### src/rtl/ex_mem_reg.sv
// ---------------------------------------------------------------------------
// ex_mem_reg
//
// Execute-to-memory pipeline register for the 16-bit core. Captures the
// execute-stage result, store data, destination register and control bits
// and presents them to the memory stage. Also holds the architectural Z/V/N
// flag register and a sticky halt indicator.
//
// Priority on each rising edge:
//   1. stall          : hold all state (a simultaneous flush is ignored)
//   2. flush, !ex_valid or halted : load a bubble (valid and controls = 0)
//   3. otherwise      : capture the EX fields, mem_valid = 1
//
// Configuration macro:
//   FLAG_REG_EN  defined   -> flag register with per-opcode update decode
//                undefined -> no flag state, flag_z/v/n tied to 0,
//                             ex_z/v/n unused
//
// Ports:
//   clk, rst                       clock, asynchronous active-high reset
//   stall, flush                   pipeline hold / bubble insert
//   ex_valid, ex_op                EX instruction valid and opcode
//   ex_result, ex_store_data       EX datapath values (WIDTH bits)
//   ex_dst_reg                     destination register (REG_BITS bits)
//   ex_mem_read/_write, ex_reg_write, ex_halt   EX control bits
//   ex_z, ex_v, ex_n               flags computed in EX
//   mem_*                          registered copies for the MEM stage
//   flag_z, flag_v, flag_n         architectural flags
//   halted                         sticky: a valid HLT has reached MEM
// ---------------------------------------------------------------------------
module ex_mem_reg #(
    parameter int WIDTH    = 16,
    parameter int REG_BITS = 4
) (
    input  logic                clk,
    input  logic                rst,
    input  logic                stall,
    input  logic                flush,
    input  logic                ex_valid,
    input  logic [3:0]          ex_op,
    input  logic [WIDTH-1:0]    ex_result,
    input  logic [WIDTH-1:0]    ex_store_data,
    input  logic [REG_BITS-1:0] ex_dst_reg,
    input  logic                ex_mem_read,
    input  logic                ex_mem_write,
    input  logic                ex_reg_write,
    input  logic                ex_halt,
    input  logic                ex_z,
    input  logic                ex_v,
    input  logic                ex_n,
    output logic                mem_valid,
    output logic [WIDTH-1:0]    mem_result,
    output logic [WIDTH-1:0]    mem_store_data,
    output logic [REG_BITS-1:0] mem_dst_reg,
    output logic                mem_mem_read,
    output logic                mem_mem_write,
    output logic                mem_reg_write,
    output logic                mem_halt,
    output logic                flag_z,
    output logic                flag_v,
    output logic                flag_n,
    output logic                halted
);

    // Opcodes that touch the flag register.
    localparam logic [3:0] OP_ADD = 4'b0000;
    localparam logic [3:0] OP_SUB = 4'b0001;
    localparam logic [3:0] OP_XOR = 4'b0010;
    localparam logic [3:0] OP_SLL = 4'b0100;
    localparam logic [3:0] OP_SRA = 4'b0101;
    localparam logic [3:0] OP_ROR = 4'b0110;

    // A capture is a real instruction entering MEM; everything else that is
    // not a stall becomes a bubble. Once halted, nothing further is admitted.
    logic capture;
    assign capture = !stall && !flush && ex_valid && !halted;

    // NOTE: sequential state is written with non-blocking assignments so every
    // register samples the pre-edge values, independent of statement order.
    always_ff @(posedge clk or posedge rst) begin
        if (rst) begin
            mem_valid      <= 1'b0;
            mem_result     <= '0;
            mem_store_data <= '0;
            mem_dst_reg    <= '0;
            mem_mem_read   <= 1'b0;
            mem_mem_write  <= 1'b0;
            mem_reg_write  <= 1'b0;
            mem_halt       <= 1'b0;
            halted         <= 1'b0;
        end else if (!stall) begin
            // Data fields load unconditionally; they are don't-care in a
            // bubble, which keeps the enable off the wide datapath.
            mem_result     <= ex_result;
            mem_store_data <= ex_store_data;
            mem_dst_reg    <= ex_dst_reg;
            mem_valid      <= capture;
            mem_mem_read   <= capture && ex_mem_read;
            mem_mem_write  <= capture && ex_mem_write;
            mem_reg_write  <= capture && ex_reg_write;
            mem_halt       <= capture && ex_halt;
            if (capture && ex_halt) begin
                halted <= 1'b1;
            end
        end
    end

`ifdef FLAG_REG_EN
    // Per-opcode flag update enables.
    logic upd_zvn;
    logic upd_z;

    // NOTE: every always_comb output gets a default first so no path leaves
    // it unassigned, which would otherwise infer a latch.
    always_comb begin
        upd_zvn = 1'b0;
        upd_z   = 1'b0;
        unique case (ex_op)
            OP_ADD, OP_SUB:                 upd_zvn = 1'b1;
            OP_XOR, OP_SLL, OP_SRA, OP_ROR: upd_z   = 1'b1;
            default: ;
        endcase
    end

    always_ff @(posedge clk or posedge rst) begin
        if (rst) begin
            flag_z <= 1'b0;
            flag_v <= 1'b0;
            flag_n <= 1'b0;
        end else if (capture) begin
            if (upd_zvn || upd_z) begin
                flag_z <= ex_z;
            end
            if (upd_zvn) begin
                flag_v <= ex_v;
                flag_n <= ex_n;
            end
        end
    end
`else
    assign flag_z = 1'b0;
    assign flag_v = 1'b0;
    assign flag_n = 1'b0;

    // Flag inputs have no destination in this build.
    logic unused_flags;
    assign unused_flags = &{1'b0, ex_z, ex_v, ex_n};
`endif

endmodule

### config.mk
export PLATFORM = sky130hd
export DESIGN_NAME = ex_mem_reg
export DESIGN_NICKNAME = d
export VERILOG_FILES = /design/src/rtl/ex_mem_reg.sv
export SDC_FILE = /design/constraint.sdc
export NUM_CORES = 1
export LEC_CHECK = 0
export ABC_CLOCK_PERIOD_IN_PS = 1350
export CORE_MARGIN = 2
export CORE_UTILIZATION = 37
export CTS_CLUSTER_DIAMETER = 120
export CTS_CLUSTER_SIZE = 20
export DETAILED_ROUTE_END_ITERATION = 16
export GPL_TIMING_DRIVEN = 0
export PLACE_DENSITY = 0.84
export SYNTH_ARGS = -nofsm -noshare
export SYNTH_HDL_FRONTEND = slang
export SYNTH_SLANG_ARGS = --single-unit
### constraint.sdc
create_clock -name clk -period 1.35 [get_ports clk]
set_input_delay 0.27 -clock clk [delete_from_list [all_inputs] [get_ports clk]]
set_output_delay 0.27 -clock clk [all_outputs]
set_load 0.05 [all_outputs]
-- After elaboration in Yosys (flattened, before gate mapping)
Cells that the tools add are included.
W data, S select, Z words.
- flip-flop bits (word level): 42
- input port bits: 52
- output and inout bits: 45
- logic and storage cells: 21
- bitwise logic cells: 1
- reduce and logical (&&, ||, !) cells: 11
- operators by type and width (cell ; count):
    $logic_and A1 B1 Y1 ; 7
    $logic_not A1 Y1 ; 3
    $reduce_and A2 Y1 ; 1
    $not A1 Y1 ; 1

-- Longest topological paths before layout
Gate-level depths: netlist of the first run.
- depth after elaboration: 6
- mapped depth: 4
- depth with buffers taken out: 2

-- Least setup slack after synthesis of the first run
OpenSTA, ideal clock, no wires.
- kind: reg2reg
- start: register halted
- end: register mem_valid
- setup time: 67 ps
- arrival: 1167 ps
- data required time: 1283 ps
- path slack: 117 ps
- stages on the path, launching flop included: 3
- path buffers: 0
- period minus slack after synthesis: 1233 ps
- path through: dfrtp_1 nor3b_1 mux2_2
- longest elaborated chain between the ends: 2
- RTL lines (element ; RTL line ; source):
    from (decl) ; 62 ; output logic halted
    from (signal assigned) ; 90 ; halted <= 1'b0;
    from (signal assigned) ; 103 ; halted <= 1'b1;
    $logic_not A1 Y1 ; 76 ; assign capture = !stall && !flush && ex_valid && !halted;
    $logic_and A1 B1 Y1 ; 76 ;
    to (signal assigned) ; 97 ; mem_valid <= capture;
    to (decl) ; 51 ; output logic mem_valid,
Every way passes these cells.
A chain may end at the register's enable or synchronous reset.

-- Final worst setup path of the first run
- start: register mem_result[12]
- end: output mem_result[12]
- RTL lines (element ; RTL line ; source):
    from (decl) ; 52 ; output logic [WIDTH-1:0] mem_result,
    from (signal assigned) ; 94 ; mem_result <= ex_result;
No word-level cell between the ends.

==> results.md, run 1 <==
* Outcome: complete, no violations
* Util after Layout at 62.2%
* Crit-path max FO at 2
* Ys Warns at 0
* Clock Latency Late Sink at 0.28 ns
* Height of the die at 70.6 um
* Max Slew Vio Count at 0
* CP arrival at 1.02 ns
* Core area at 0.00432 sq mm
* Distinct cells, synth at 12
* Post-Synthesis Cell Area at 0.00164 sq mm
* H-tree levels at 2
* Final hold viol count at 0
* Crit path max-delay family: buffers and inverters
* Req. time, crit path at 1.08 ns
* Area Growth Syn to Fin at 63.7%
* Die ar. at 0.00499 sq mm
* Most numerous cell in the Yosys netlist: dfrtp_1
* Slew @ Worst Pin at 0.863 ns
* # diodes at 0
* Post-synth top area share at 64.0%
* Kind of critical path: reg2out
* CTS max path bufs at 2
* Initial Utilization at 38.0%
* Drt drc at 0
* Die W at 70.6 um
* RSZ-0062 raised after global routing: false
* First-pass GRT wire length at 5.69 mm
* Layout Nets at 247
* Fraction of registers with async set/reset at 100%
* I/O Pins at 97
* Cell Chain, Critical Path: clkdlybuf4s15_2
* Initial antenna violation count at 0
* Final GP Congestion at 0.741
* Tcrit/Tclk final at 95.4%
* Vias per cell at 4.57
* GRT Overall Usage at 14.8%
* DR pass1 iterations at 2
* Bufs and invs on worst path at 1
* Crit-path max cell delay at 0.38 ns
* Root buf cell: clkbuf_8
* Average wire per standard cell at 13.9 um
* R2R cell count at 2
* Synthesized area per cell at 16.3 sq um
* 1st-iter DRT viols at 70
* Leak at 1.14 nW
* Hold Path Stages at 2
* Total wire length at 3.45 mm
* Number of synthesized flops with an enable pin at 0
* ANT nets after route at 0
* Minimum clock period at 1.29 ns
* Row count at 24
* Largest area contributor in the netlist: dfrtp_1
* Cts bufs inserted at 5
* Synth cell count leaders: dfrtp_1, mux2_2, buf_6
* Total congestion overflow at 0
* CP Depth at 1
* Critical path startpoint category: register
* CP max stage cell: clkdlybuf4s15_2
* PD cells at 1140 mW/mm^2
* VDD IR-drop max at 0.694 mV
* Sequential fraction of the synthesis area at 64.0%
* Total clock sinks at 42
* Setup Skew at 0.00103 ns
* Synth area leaders: dfrtp_1, mux2_2, buf_6
* Pin count of the biggest net entering global routing at 43
* Ys flop type: dfrtp_1
* Share of layout cells above drive strength 1 at 48.2%
* Postcts setup bufs at 0
* Hpwl dp at 2.59 mm
* Maximum clock rate at 777 MHz
* Final Setup Violations at 0
* Slew HR at 42.4%
* CP Capture Type: primary output
* Vias in the first global route at 1257
* CTS tree: done
* Vias after detailed routing at 1129
* Gate Count Post-Synth at 101
* I/O Buffers at 85
* #FFs+latches synth at 42
* Clock transition at path regs at 0.07 ns
* Setup tns final at 0 ns
* Hold Path Class: in2reg
* Max Cap Viol at 0
## path summary, 6_finish.rpt
path | startpoint | end | slack, ns
max | mem_result[12]$_DFFE_PP0N_ | mem_result[12] | 0.06
min | stall | mem_result[10]$_DFFE_PP0N_ | 0.30
max reg2reg | halted$_DFFE_PP0P_ | mem_valid$_DFFE_PP0N_ | 0.22
min reg2reg | mem_halt$_DFFE_PP0N_ | mem_halt$_DFFE_PP0N_ | 0.50
max in group asynchronous | rst | mem_result[7]$_DFFE_PP0N_ | 0.33
min in group asynchronous | rst | mem_store_data[14]$_DFFE_PP0N_ | 0.49
## layout by cell type, fill, tap and decap left out
master           netlist  final
nand2_1                2      2
clkbuf_1               0      2
nor2b_1                3      3
o41ai_2                1      1
clkdlybuf4s15_2        0     41
clkbuf_8               0      5
a22o_1                 3      3
nor3b_1                1      1
inv_2                  0      1
inv_1                  2      1
o31ai_1                1      1
clkdlybuf4s50_1        0     43
conb_1                 1      3
buf_4                  3      3
buf_6                  5      5
dfrtp_1               42     42
buf_2                  0      1
mux2_2                37     37
## layer usage
| layer | share of wire, % | GRT usage (%) | wire length (um) |
|---|---|---|---|
| met1 | 37 | 15.8 | 1280 |
| met2 | 53 | 26.6 | 1830 |
| met3 | 7.7 | 4.84 | 265 |
| met4 | 2.1 | 6.50 | 74 |
| met5 | 0 | 0 | 0 |
## final cells by class
| type | instances | area, sq um |
|---|---|---|
| Fill cell | 360 | 1640 |
| Clock buffer | 7 | 76.3 |
| Multi-Input combinational cell | 51 | 512 |
| Sequential cell | 42 | 1050 |
| Timing Repair Buffer | 85 | 897 |
| Tap cell | 52 | 65.1 |
| Buffer | 8 | 78.8 |
| Inverter | 2 | 7.51 |
## what timing repair did
action / CTS / global route
hold buffers: 0 / 0
resized for setup: 128 / 0
endpoints found under the setup margin: 42 / 0
## power breakdown
group	leakage, nW	internal (mW)	switching, mW
Clock	0.0383	0.356	0.377
Combinational	0.607	0.371	0.554
Sequential	0.500	1.37	0.0506
## through the flow
stage	instances	power [mW]	setup WS (ns)	cell area [sq um]	hold slack [ns]
after floorplan	103	2.02	0.106	1650	0.364
after global placement	240	2.39	-0.767	2560	0.478
after detailed placement	240	2.41	-0.167	2560	0.478
after CTS	247	3.12	0.0361	2690	0.304
after global routing	247	3.22	0.00837	2690	0.308
final	247	3.07	0.0625	2690	0.305
## kinds of logic after synthesis
family / after synthesis / share of synthesized area (%)
other: 1 / 0.228
AOI/OAI and AO/OA: 5 / 3.05
DFF: 42 / 64.0
buffers and inverters: 10 / 5.26
and+or+nand+nor: 6 / 2.06
muxes: 37 / 25.4
No activity file was read; power rests on OpenSTA's default activity.
==> run 2: changes to the inputs <==
Settings changed: ABC_CLOCK_PERIOD_IN_PS 1350 to 1600, CORE_UTILIZATION 37 to 40, PLACE_DENSITY 0.84 to 0.9, SLEW_MARGIN set to 20.
Clock period 1.35 ns to 1.6 ns, I/O delays scaled along.
==> results.md, run 2 (synthesized netlist as in run 1, its figures left out) <==
* Row count at 23
* Pin count of the biggest net entering global routing at 25
* Initial antenna violation count at 0
* Max Cap Viol at 0
* Area Growth Syn to Fin at 60.4%
* Placed insts at 239
* RSZ-0062 raised after global routing: false
* CP arrival at 1.21 ns
* Multi-input logic area at 512 sq um
* Root buf cell: clkbuf_8
* Cell Chain, Critical Path: clkdlybuf4s15_1
* Share of layout cells above drive strength 1 at 28.4%
* Final GP Congestion at 0.592
* Leak at 1.21 nW
* Die W at 68.1 um
* Hpwl dp at 2.76 mm
* Reg-to-reg slack, setup at 0.38 ns
* # diodes at 0
* Clock transition at path regs at 0.08 ns
* 1st-iter DRT viols at 47
* Worst r2r src: halted$_DFFE_PP0P_
* Final Setup Violations at 0
* PD cells at 1000 mW/mm^2
* CP Capture Type: primary output
* ANT nets after route at 0
* Drt drc at 0
* Kind of critical path: reg2out
* I/O Buffers at 85
* Slew @ Worst Pin at 0.552 ns
* R2R Path End: mem_valid$_DFFE_PP0N_
* Crit-path max FO at 4
* Die ar. at 0.00463 sq mm
* Vias after detailed routing at 1127
* Slew HR at 63.1%
* Core area at 0.00397 sq mm
* Crit-path max cell delay at 0.52 ns
* CP max stage cell: clkdlybuf4s15_1
* Commonest non-fill, non-tap cell in the layout: clkdlybuf4s50_1
* Average wire per standard cell at 14.2 um
* Vias in the first global route at 1107
* Hold Path Class: in2async
* Final Non-Filler Cells at 247
* Crit path max-delay family: buffers and inverters
* I/O Pins at 97
* Cts bufs inserted at 5
* Total clock sinks at 42
* Req. time, crit path at 1.28 ns
* Fillers at 294
* DR pass1 iterations at 2
* Height of the die at 68.1 um
* Critical path startpoint category: register
* Final hold viol count at 0
* H-tree levels at 2
* CTS tree: done
* VDD IR-drop max at 0.671 mV
* GRT Overall Usage at 15.4%
* Clock Latency Late Sink at 0.28 ns
* R2R cell count at 2
* Postcts setup bufs at 0
* Tcrit/Tclk final at 95.4%
* Util after Layout at 66.3%
* Total congestion overflow at 0
* Initial Utilization at 41.3%
* Vias per cell at 4.56
* Bufs and invs on worst path at 1
* Maximum clock rate at 655 MHz
* # hold bufs at CTS at 0
* Minimum clock period at 1.53 ns
* Storage cell area at 0.00105 sq mm
* Layout Nets at 248
* Outcome: complete, no violations
* Total wire length at 3.50 mm
* Total Power at 2.64 mW
* Commonest non-fill, non-tap cells in the layout: clkdlybuf4s50_1, dfrtp_1, dlygate4sd2_1
* CTS max path bufs at 2
* CP startpoint: halted$_DFFE_PP0P_
* First-pass GRT wire length at 5.15 mm
* Setup Skew at 0.00808 ns
* Max Slew Vio Count at 0
[run 2: stage by stage]
step           setup slack [ns]  TNS [ns]  hold slack (ns)  area [sq um]
2_1_floorplan             0.306         0            0.414          1650
3_3_place_gp             -0.555    -23.27            0.475          2560
3_5_place_dp             0.0141         0            0.486          2590
4_1_cts                  0.0368         0            0.343          2630
5_1_grt                 0.00446         0            0.340          2630
6_report                 0.0740         0            0.343          2630
[run 2: worst max-delay path by stage]
stage                                end  slack [ns]  cells past startpoint
6_report                          halted        0.07                      1
5_1_grt                           halted       0.004                      1
4_1_cts                           halted        0.04                      1
3_5_place_dp       mem_valid$_DFFE_PP0N_        0.01                      3
3_3_place_gp   mem_result[4]$_DFFE_PP0N_       -0.56                      2
2_1_floorplan         halted$_DFFE_PP0P_        0.31                      1
[run 2: per-layer routing]
layer | vias to the layer above | share of wire, % | global-route usage [%]
li1 | 531 | - | -
met3 | 2 | 7.5 | 5.59
met5 | - | 0 | 0
met1 | 549 | 37 | 16.3
met2 | 45 | 54 | 28.0
met4 | 0 | 0.97 | 5.25
[run 2: power by group]
group | leakage [nW] | switching, mW | internal (mW)
Combinational | 0.664 | 0.469 | 0.282
Clock | 0.0472 | 0.350 | 0.347
Sequential | 0.500 | 0.0394 | 1.15
[run 2: layout make-up]
type                       instances  share of cell area (%)
inverter                           2                   0.285
clock inverter                     2                   0.475
sequential                        42                    39.9
buffer                             8                    2.99
timing repair buffer              86                    31.4
multi-input combinational         51                    19.4
clock buffer                       6                    3.14
tap                               50                    2.38
[run 2: worst register-to-register path, cell delays in order (launching register included)]
cell	delay (ns)
dfrtp_1	0.42
nor3b_1	0.49
mux2_2	0.26
[run 2: timing repair]
action,4_1_cts,5_1_grt
endpoints found under the setup margin,42,1
pin swaps,0,0
resized for setup,42,1
==> run 3: changes to the inputs <==
Settings changed: ABC_AREA set to 1, ABC_CLOCK_PERIOD_IN_PS 1600 to 1300, CORE_UTILIZATION 40 to 34, PLACE_DENSITY 0.9 to 0.81.
Clock period 1.6 ns to 1.3 ns, I/O delays scaled along.
==> results.md, run 3 <==
* Outcome: complete, no violations
* GRT Overall Usage at 16.7%
* Total wire length at 4.16 mm
* Synthesized area per cell at 9.13 sq um
* #FFs+latches synth at 42
* Largest area contributor in the netlist: dfrtp_1
* Part of the power in registers at 47.6%
* Area Growth Syn to Fin at 52.0%
* Final Non-Filler Cells at 346
* Kind of critical path: reg2out
* Minimum clock period at 1.27 ns
* Clk pwr share at 25.6%
* Pin count of the biggest net entering global routing at 23
* CTS max path bufs at 2
* Vias after detailed routing at 1465
* Total congestion overflow at 0
* Share of layout cells above drive strength 1 at 21.9%
* Clock transition at path regs at 0.07 ns
* Total clock sinks at 42
* Ys flop type: dfrtp_1
* Leak at 1.36 nW
* Vias per cell at 4.23
* Number of synthesized flops with an enable pin at 0
* Post-Synthesis Cell Area at 0.00167 sq mm
* Final Setup Violations at 0
* CTS tree: done
* Max Slew Vio Count at 0
* Commonest non-fill, non-tap cells in the layout: nand2_1, clkdlybuf4s50_1, dfrtp_1
* H-tree levels at 2
* Critical path startpoint category: register
* Height of the die at 74.1 um
* Synth area leaders: dfrtp_1, nand2_1, o21ai_0
* Synth cell count leaders: nand2_1, dfrtp_1, inv_1
* Crit-path max FO at 2
* Dpl cell area at 0.00265 sq mm
* Final GP Congestion at 0.704
* Average wire per standard cell at 12.0 um
* Vias in the first global route at 1497
* I/O Pins at 97
* # diodes at 0
* Hpwl dp at 3.09 mm
* PD cells at 1200 mW/mm^2
* Die W at 74.1 um
* I/O Buffers at 86
* Final hold viol count at 0
* Total Power at 3.05 mW
* Ys Warns at 0
* Internal at 2.03 mW
* ANT nets after route at 0
* Hold Path Class: in2async
* Logic gate share of total power at 26.8%
* Net Switching at 1.03 mW
* Root buf cell: clkbuf_8
* Final instance area at 0.00254 sq mm
* CP max stage cell: clkdlybuf4s15_2
* Core area at 0.00472 sq mm
* Max Cap Viol at 0
* Cts bufs inserted at 5
* Distinct cells, synth at 13
* Placed insts at 339
* Post-synth top area share at 62.9%
* CP Capture Type: primary output
* Sequential fraction of the synthesis area at 62.9%
* Row count at 25
* Req. time, crit path at 1.04 ns
* Most numerous cell in the Yosys netlist: nand2_1
* DR pass1 iterations at 4
* Cell Chain, Critical Path: clkdlybuf4s15_2
* Layout Nets at 331
* Tcrit/Tclk final at 97.4%
* Clock Latency Late Sink at 0.29 ns
* 1st-iter DRT viols at 66
* Sw Share at 33.6%
* R2R Path End: mem_halt$_DFFE_PP0N_
* Crit path max-delay family: buffers and inverters
* VDD IR-drop max at 0.755 mV
* RSZ-0062 raised after global routing: false
* Fraction of registers with async set/reset at 100%
* Initial Utilization at 35.4%
* Reg-to-reg slack, setup at 0.38 ns
* Initial antenna violation count at 0
* Worst r2r src: halted$_DFFE_PP0P_
* CP arrival at 1.01 ns
* Die ar. at 0.00549 sq mm
* Drt drc at 0
* R2R cell count at 3
* Bufs and invs on worst path at 1
* First-pass GRT wire length at 6.84 mm
* Gate Count Post-Synth at 183
* Setup Skew at 0.000452 ns
* Crit-path max cell delay at 0.38 ns
* Maximum clock rate at 790 MHz
* Commonest non-fill, non-tap cell in the layout: nand2_1
==> run 3: cell count changes in the layout (fill, tap and decap cells not counted), sizes merged, moves of 4 or more <==
cell / before / now
inv: 2 / 39
nand3: 0 / 4
mux2: 37 / 0
o21ai: 0 / 36
buf: 9 / 48
dlygate4sd2: 41 / 0
nand2: 2 / 48
==> run 3: worst max-delay path by stage <==
stage	start	to	slack, ns	cells after the start
final	mem_store_data[8]$_DFFE_PP0N_	mem_store_data[8]	0.03	1
after global routing	mem_store_data[1]$_DFFE_PP0N_	mem_store_data[1]	0.002	1
after CTS	mem_mem_write$_DFFE_PP0N_	mem_mem_write	0.0002	1
after detailed placement	stall	mem_result[1]$_DFFE_PP0N_	-0.25	3
after global placement	rst	mem_store_data[12]$_DFFE_PP0N_	-0.79	2
after floorplan	rst	halted$_DFFE_PP0P_	0.07	1
==> run 3: cells by family (layout without fill, tap and decap cells) <==
logic type	after synthesis	count (layout)	synth area share (%)
DFF	42	42	62.9
buffers and inverters	50	144	13.6
and+or+nand+nor	54	54	12.4
AOI/OAI and AO/OA	36	36	10.8
other	1	3	0.225
==> run 3: power by group through the flow <==
stage	Clock (mW)	Sequential, mW	Combinational (mW)
final	0.781	1.45	0.818
after detailed placement	0	1.48	0.914
after global routing	0.860	1.47	0.876
after CTS	0.816	1.46	0.872
after floorplan	0	1.83	0.164
after global placement	0	1.48	0.891
==> run 3: through the flow <==
step / worst slack, ns / setup TNS, ns / utilization (%) / hold slack (ns)
after floorplan: 0.0656 / 0 / - / 0.381
after global placement: -0.788 / -43.52 / 55.5 / 0.463
after detailed placement: -0.249 / -10.50 / 56.1 / 0.474
after CTS: 0.000187 / 0 / 57.7 / 0.320
after global routing: 0.00182 / 0 / 53.7 / 0.358
final: 0.0339 / 0 / 53.7 / 0.313
==> run 3: layout make-up <==
type / instances / area, sq um
inverter: 39 / 146
buffer: 11 / 82.6
fill: 464 / 2180
clock buffer: 5 / 68.8
timing repair buffer: 87 / 697
multi-input combinational: 93 / 399
clock inverter: 2 / 10.0
sequential: 42 / 1050
tap: 67 / 83.8
==> run 3: routing by layer <==
metal | track usage [%] | part of all wire, %
met3 | 4.61 | 6.3
met2 | 29.5 | 52
met5 | 0 | 0
met1 | 19.4 | 40
met4 | 6.06 | 1.6
==> run 3: timing repair <==
item | in CTS | in global routing
setup buffers | 0 | 0
hold buffers | 0 | 0
setup endpoints to repair | 42 | 32
gates cloned | 0 | 0
gates resized for setup | 145 | 61
pin swaps | 0 | 0
